### src/rtl/slt_arbiter.sv
// Round-robin arbiter that time-shares one signed 32-bit set-less-than unit
// among N_REQ requesters, returning a tagged 0/1 result over valid/ready.

module slt_32_bit (
    input  logic [31:0] a,
    input  logic [31:0] b,
    output logic        lt
);
    assign lt = ($signed(a) < $signed(b));
endmodule

module slt_arbiter #(
    parameter int N_REQ = 4,
    parameter int WIDTH = 32,
    parameter int ID_W  = 2
) (
    input  logic                   clk,
    input  logic                   rst_n,
    input  logic [N_REQ-1:0]       req_valid,
    output logic [N_REQ-1:0]       req_ready,
    input  logic [N_REQ*WIDTH-1:0] req_a,
    input  logic [N_REQ*WIDTH-1:0] req_b,
    input  logic [N_REQ-1:0]       req_unsigned,
    output logic                   rsp_valid,
    input  logic                   rsp_ready,
    output logic [ID_W-1:0]        rsp_id,
    output logic [WIDTH-1:0]       rsp_result,
    output logic                   busy
);
    typedef enum logic [1:0] {
        ST_IDLE = 2'd0,
        ST_EXEC = 2'd1,
        ST_RESP = 2'd2
    } state_t;

    // Flipping the sign bit maps unsigned order onto signed order.
    function automatic logic [WIDTH-1:0] bias_op(input logic [WIDTH-1:0] v, input logic uns);
        logic [WIDTH-1:0] r;
        if (uns) begin
            r = {~v[WIDTH-1], v[WIDTH-2:0]};
        end else begin
            r = v;
        end
        return r;
    endfunction

    state_t            state_r, state_next_s;
    logic [ID_W-1:0]   ptr_r, id_r, grant_s, next_ptr_s;
    logic [ID_W:0]     cand_s;
    logic              found_s, hs_s, lt_s, busy_r, rsp_valid_r;
    logic [WIDTH-1:0]  op_a_r, op_b_r, sel_a_s, sel_b_s, rsp_result_r;
    logic [ID_W-1:0]   rsp_id_r;
    logic [N_REQ-1:0]  ready_s;

    // Rotating priority scan starting at ptr_r, wrapping at N_REQ.
    always_comb begin
        found_s = 1'b0;
        grant_s = '0;
        cand_s  = '0;
        for (int k = 0; k < N_REQ; k++) begin
            cand_s = {1'b0, ptr_r} + (ID_W+1)'(k);
            if (cand_s >= (ID_W+1)'(N_REQ)) begin
                cand_s = cand_s - (ID_W+1)'(N_REQ);
            end else begin
                cand_s = cand_s;
            end
            if (!found_s && req_valid[cand_s[ID_W-1:0]]) begin
                found_s = 1'b1;
                grant_s = cand_s[ID_W-1:0];
            end else begin
                found_s = found_s;
            end
        end
    end

    // Grant strobe, operand mux and pointer advance for the winning requester.
    always_comb begin
        ready_s    = '0;
        hs_s       = 1'b0;
        sel_a_s    = req_a[int'(grant_s)*WIDTH +: WIDTH];
        sel_b_s    = req_b[int'(grant_s)*WIDTH +: WIDTH];
        next_ptr_s = grant_s + ID_W'(1);
        if (grant_s == ID_W'(N_REQ - 1)) begin
            next_ptr_s = '0;
        end else begin
            next_ptr_s = grant_s + ID_W'(1);
        end
        if (rst_n && (state_r == ST_IDLE) && found_s) begin
            ready_s[grant_s] = 1'b1;
            hs_s             = 1'b1;
        end else begin
            ready_s = '0;
            hs_s    = 1'b0;
        end
    end

    // Next-state decode.
    always_comb begin
        state_next_s = state_r;
        case (state_r)
            ST_IDLE: begin
                if (hs_s) begin
                    state_next_s = ST_EXEC;
                end else begin
                    state_next_s = ST_IDLE;
                end
            end
            ST_EXEC: state_next_s = ST_RESP;
            ST_RESP: begin
                if (rsp_ready) begin
                    state_next_s = ST_IDLE;
                end else begin
                    state_next_s = ST_RESP;
                end
            end
            default: state_next_s = ST_IDLE;
        endcase
    end

    // State register.
    always_ff @(posedge clk or negedge rst_n) begin
        if (!rst_n) begin
            state_r <= ST_IDLE;
        end else begin
            state_r <= state_next_s;
        end
    end

    slt_32_bit u_slt (
        .a  (op_a_r),
        .b  (op_b_r),
        .lt (lt_s)
    );

    // Operand capture, response registers and registered busy flag.
    always_ff @(posedge clk or negedge rst_n) begin
        if (!rst_n) begin
            ptr_r        <= '0;
            id_r         <= '0;
            op_a_r       <= '0;
            op_b_r       <= '0;
            rsp_valid_r  <= 1'b0;
            rsp_id_r     <= '0;
            rsp_result_r <= '0;
            busy_r       <= 1'b0;
        end else begin
            if (hs_s) begin
                op_a_r <= bias_op(sel_a_s, req_unsigned[grant_s]);
                op_b_r <= bias_op(sel_b_s, req_unsigned[grant_s]);
                id_r   <= grant_s;
                ptr_r  <= next_ptr_s;
            end
            if (state_r == ST_EXEC) begin
                rsp_result_r <= {{(WIDTH-1){1'b0}}, lt_s};
                rsp_id_r     <= id_r;
                rsp_valid_r  <= 1'b1;
            end else if ((state_r == ST_RESP) && rsp_ready) begin
                rsp_valid_r <= 1'b0;
            end
            busy_r <= (state_next_s != ST_IDLE);
        end
    end

    assign req_ready  = ready_s;
    assign rsp_valid  = rsp_valid_r;
    assign rsp_id     = rsp_id_r;
    assign rsp_result = rsp_result_r;
    assign busy       = busy_r;

endmodule

### config.mk
export PLATFORM = sky130hd
export DESIGN_NAME = slt_arbiter
export DESIGN_NICKNAME = d
export VERILOG_FILES = /design/src/rtl/slt_arbiter.sv
export SDC_FILE = /design/constraint.sdc
export NUM_CORES = 1
export LEC_CHECK = 0
export ABC_AREA = 1
export BUFFER_PORTS_ARGS = -buffer_cell sky130_fd_sc_hd__buf_2
export CORE_MARGIN = 2
export CORE_UTILIZATION = 30
export DETAILED_ROUTE_END_ITERATION = 6
export PLACE_DENSITY_LB_ADDON = 0.3
export SLEW_MARGIN = 0
export SYNTH_ARGS = -nofsm -noshare
export SYNTH_HDL_FRONTEND = slang
export SYNTH_SLANG_ARGS = --single-unit
export TNS_END_PERCENT = 30
### constraint.sdc
create_clock -name clk -period 2.4 [get_ports clk]
set_clock_uncertainty 0.15 [all_clocks]
set_input_delay 0.24 -clock clk [delete_from_list [all_inputs] [get_ports clk]]
set_output_delay 0.24 -clock clk [all_outputs]
set_load 0.02 [all_outputs]
-- After elaboration in Yosys (flattened, before gate mapping)
Index checks and enable logic that the tools add are counted.
- bits in registers: 75
- latch bits: 0
- memory bits (writable): 0
- ROM bits: 0
- input bits: 267
- output and inout port bits: 40
- word-level logic and storage cells: 82
- memories kept: 0
- $add $sub $neg: 8
- $mul: 0
- divide/modulo/power cells: 0
- magnitude comparators: 11
- equality and inequality tests: 3
- shift operators: 2
- mux-type cells: 34
- bitwise operators: 2
- reductions and logical operators: 13
- operators with widths (kind ; number):
    128-bit by 8-bit indexed part select with 32-bit output ; 2
    32-bit two-way mux ; 2
    32-bit less-than comparator ; 1
    2-bit two-way mux ; 10
    2-bit by 3-bit less-than comparator with 1-bit output (second input constant) ; 5
    1-bit two-way mux ; 14
    1-bit binary-select mux with 2-bit select ; 5
    3-bit greater-or-equal comparator (second input constant) ; 3
    2-bit by 1-bit subtractor with 2-bit output (second input constant) ; 4
    1-bit logical AND ; 7
    2-bit by 2-bit adder with 3-bit output (second input constant) ; 2
    2-bit case mux with 3 select lines ; 1
    2-bit == test (second input constant) ; 2
    4-bit two-way mux ; 1
    2-bit nonzero test ; 2
    2-bit by 1-bit adder with 3-bit output (second input constant) ; 1
    2-bit by 3-bit greater-or-equal comparator with 1-bit output (second input constant) ; 1
    1-bit zero test ; 3
    2-bit by 1-bit adder with 2-bit output (second input constant) ; 1
    1-bit demux with 2-bit select ; 1
    2-bit by 1-bit == test with 1-bit output (second input constant) ; 1
    2-bit by 1-bit greater-or-equal comparator with 1-bit output (second input constant) ; 1
    2-bit zero test ; 1
    1-bit NOT ; 2

-- Longest topological paths before layout
- depth in word-level cells: 19
- mapped depth: 18
- depth with buffers taken out: 16

-- By module
From an unflattened synthesis, not the netlist that was laid out.
- cell total of the unflattened synthesis: 903
- area, all modules: 6402.4 µm²
- modules (own cells, without submodules) (module ; times used ; cells an instance ; area each (µm²) ; seq. area each (µm²)):
    slt_arbiter ; 1 ; 770 ; 5571.6 ; 1876.8
    slt_32_bit ; 1 ; 133 ; 830.8 ; 0.0

-- Worst setup path before layout
No wires, ideal clock.
- path type: register to output
- start: reg ptr_r[0]
- end: out req_ready[0]
- data arrival time: 2071 ps
- setup slack: -61 ps
- cell stages (with the launch flop): 15
- cells stage by stage: dfrtp_1 > buf_6 > inv_6 > nand2_1 > nand3_1 > nand2_2 > nor2_4 > nand3_4 > nand3_4 > buf_6 > buf_6 > buf_6 > ha_1 > inv_1 > nor2_1
- longest elaborated chain between the ends: 19
- elaborated cells between the ends (all ways): 44
- those cells by class: 7 x add/sub; 6 x order compare; 23 x mux; 8 x reduce/logical
- ends and longest elaborated chain (item ; line ; text):
    from (decl) ; 48 ; logic [ID_W-1:0] ptr_r, id_r, grant_s, next_ptr_s;
    from (signal assigned) ; 151 ; ptr_r <= next_ptr_s;
    branches (longest 18 deep; another with 2-bit by 1-bit adder with 3-bit output) ; -- ;
    4-bit two-way mux (*) ; 88 ; if (rst_n && (state_r == ST_IDLE) && found_s) begin
    to (decl) ; 20 ; output logic [N_REQ-1:0] req_ready,
Every way passes the cells marked *. The select of a mux whose other input is x is not followed.

-- Worst setup path after layout
- start: reg ptr_r[0]
- end: out req_ready[1]
Same word-level chain as after synthesis.

==> qor.csv <==
metric,value,unit
result of the run,"complete, but fails checks",
failing checks,negative setup slack,
P&R area growth vs syn,60.1,%
"EDFF count, synth",0,
row cnt,52,
first-pass detailed-route iteration total,4,
Max Slew Vio Count,0,
CTS clock-pin slew for the worst setup and hold paths,0.06,ns
Starting Density,30.6,%
IR Drop Worst-Case VDD,1040,uV
GR Overflow Total,0,
Synth Cell Area,6180,sq um
drt wl/cell,16.2,um
Clock Tree Buf Depth,2,
vias in the first global route,6760,
FF-to-FF setup slack,-0.24,ns
"Period Utilization, post-route",111,%
data required time of the worst path,2.01,ns
routability cong.,0.877,
area enclosed by the die boundary,21800,sq um
proportion of register bits with asynchronous set or reset after synthesis,100,%
depth of the most critical reg-to-reg path,19,
DRC errors left,0,
worst setup slack after placement,-0.124,ns
width of the die,148,um
predominant post-synthesis flop cell,dfrtp_1,
Final Routed Wirelength,24600,um
number of max-cap violations,0,
final critical delay including setup and external delays,2.66,ns
global-route usage over all layers,20.0,%
number of fillers in the final layout,1995,
Mapped Avg Cell Area,6.99,sq um
final setup TNS,-7.79,ns
Post-Route Utilization,48.9,%
total power after layout,17.6,mW
power density over the cells,1780,nW/um^2
share of post-route cells with drive strength above 1,39.2,%
type of the setup path with the least slack,reg2out,
Worst Tran Pin Value,0.604,ns
Worst R2R Start,ptr_r[0],
number of warnings printed during yosys synthesis,0,
share of the synthesized area in the top cell type,30.3,%
largest cells by area after synthesis,"dfrtp_1, nand2_1, ha_1",
number of hold violations in the final report,0,
most used cells in the layout excluding fill and tap cells,"buf_2, nand2_1, inv_1",
number of sinks on the clock net,75,
post-route worst setup slack,-0.257,ns
clock latency on the worst-skew pair,0.34,ns
initial antenna violation count,0,
Synth area leader,dfrtp_1,
"Arr. time, crit path",2.27,ns
DIE HEIGHT,148,um
post-route ant nets,0,
Iter 0 DRT Violations,325,
type of the worst min-delay path,in2reg,
vias per inst,4.72,
post-detailed-placement cell area,7870,sq um
wire length of the first global-routing pass,34500,um
Fmax,376,MHz
number of I/O port buffers,275,
Antenna Diode Count,0,
via count,7200,
timing startpoint of the critical path,ptr_r[0],
termination of the worst setup path,req_ready[1],
count of H-tree levels built during CTS,3,
final HPWL from detailed placement,15900,um
maximum number of pins on one net before global-route repair,58,
synthesized flop and latch total,75,
Finish-stage setup viols,69,
setup repair after global routing missed its margin,true,
final instance area,9900,sq um
end of the worst register-to-register path,ptr_r[0],
TritonCTS clock tree,done,
Layout Nets,1551,
Leakage Power,5.12,nW
clock buffer count from CTS,9,
cell at the root of the clock tree,clkbuf_16,
startpoint types,flip-flop,
number of cells produced by synthesis,885,
area of the core,20200,sq um
Worst slew margin,59.7,%
sequential element share of the synthesized area,30.3,%
number of library cell types mapped by synthesis,39,
number of top-level pins,307,
capturing element type of the critical path,output port,
critical-path maximum fanout,7,
"most common cell after layout, fill and taps aside",buf_2,
[where the power goes]
| part | internal, mW | total (mW) | switching [mW] |
|---|---|---|---|
| registers | 1.95 | 2.43 | 0.478 |
| logic | 6.17 | 13.4 | 7.27 |
| clock network | 1.18 | 1.72 | 0.539 |
[worst max-delay path, stage by stage (launching register included)]
cell and delay [ns]:
dfrtp_2 0.46, buf_6 0.17, nand2_4 0.07, nand3_4 0.09
nand2_4 0.08, nor2_4 0.16, buf_12 0.12, nand3_2 0.07
nand3_2 0.11, nand2_4 0.08, buf_6 0.14, ha_4 0.15
inv_2 0.04, nor2_1 0.03, buf_4 0.15
[worst min-delay path by stage]
stage                from         end  cells past startpoint
6_report       req_a[115]  op_a_r[19]                      3
5_1_grt        req_a[110]  op_a_r[14]                      3
4_1_cts        req_b[121]  op_b_r[25]                      3
3_5_place_dp        rst_n  op_a_r[10]                      2
3_3_place_gp    rsp_id[0]   rsp_id[0]                      2
2_1_floorplan       rst_n        busy                      0
[through the flow]
stage                     cells  hold slack [ns]
after floorplan             915           -0.206
after global placement     1409            0.305
after detailed placement   1409            0.300
after CTS                  1492         0.000141
after global routing       1524           0.0140
final                      1524           0.0165
[cells in the mapped netlist (4+ instances only)]
cell type,number
o211a_1,27
ha_1,35
buf_6,6
buf_4,39
nand4_1,10
a31oi_1,26
o21ai_1,53
dfrtp_1,75
o211ai_1,19
nand2_2,4
buf_2,19
inv_1,90
nand2_1,271
nand3_1,48
a21oi_1,16
or2_1,19
or2_2,15
clkbuf_1,12
inv_2,6
nor2_1,26
o21ai_0,45
[registers in the layout (all words and copies together), names as in the netlist]
name	count
id_r	2
state_r	2
rsp_valid	1
rsp_id	2
op_b_r	32
ptr_r	2
rsp_result	1
busy	1
op_a_r	32
[final cells by class]
class,instances,area [sq um],share of cell area [%]
multi-input cells,664,3920,39.6
repair buffers,401,2990,30.2
flip-flops and latches,75,1880,19.0
inverters,97,392,3.95
well taps,270,338,3.41
clock buffers,12,256,2.59
clock inverters,4,120,1.21
repair inverters,1,3.75,0.0379
[cells by family (layout without fill, tap and decap cells)]
logic type / Yosys count / count (layout) / synth area share (%)
adders and majority gates: 35 / 35 / 7.08
and+or+nand+nor: 408 / 408 / 29.2
DFF: 75 / 75 / 30.3
other: 1 / 31 / 0.0606
AOI/OAI and AO/OA: 190 / 190 / 19.1
buffers and inverters: 176 / 515 / 14.3
[metal layers]
layer,vias to the layer above,track usage [%],share of wire [%]
met5,-,0,0
met4,0,7.31,2.5
met3,43,3.33,4.7
met2,263,33.2,48
met1,3302,26.1,44
li1,3592,-,-
[timing repair]
| item | 4_1_cts | 5_1_grt |
|---|---|---|
| gates resized for setup | 49 | 104 |
| hold buffers | 37 | 0 |
| setup buffers | 25 | 20 |
| cloned | 5 | 12 |
| endpoints found under the setup margin | 53 | 71 |
| hold endpoints to repair | 66 | 0 |
| pin swaps | 20 | 16 |
Note: power is estimated with default switching activity, not from simulation.
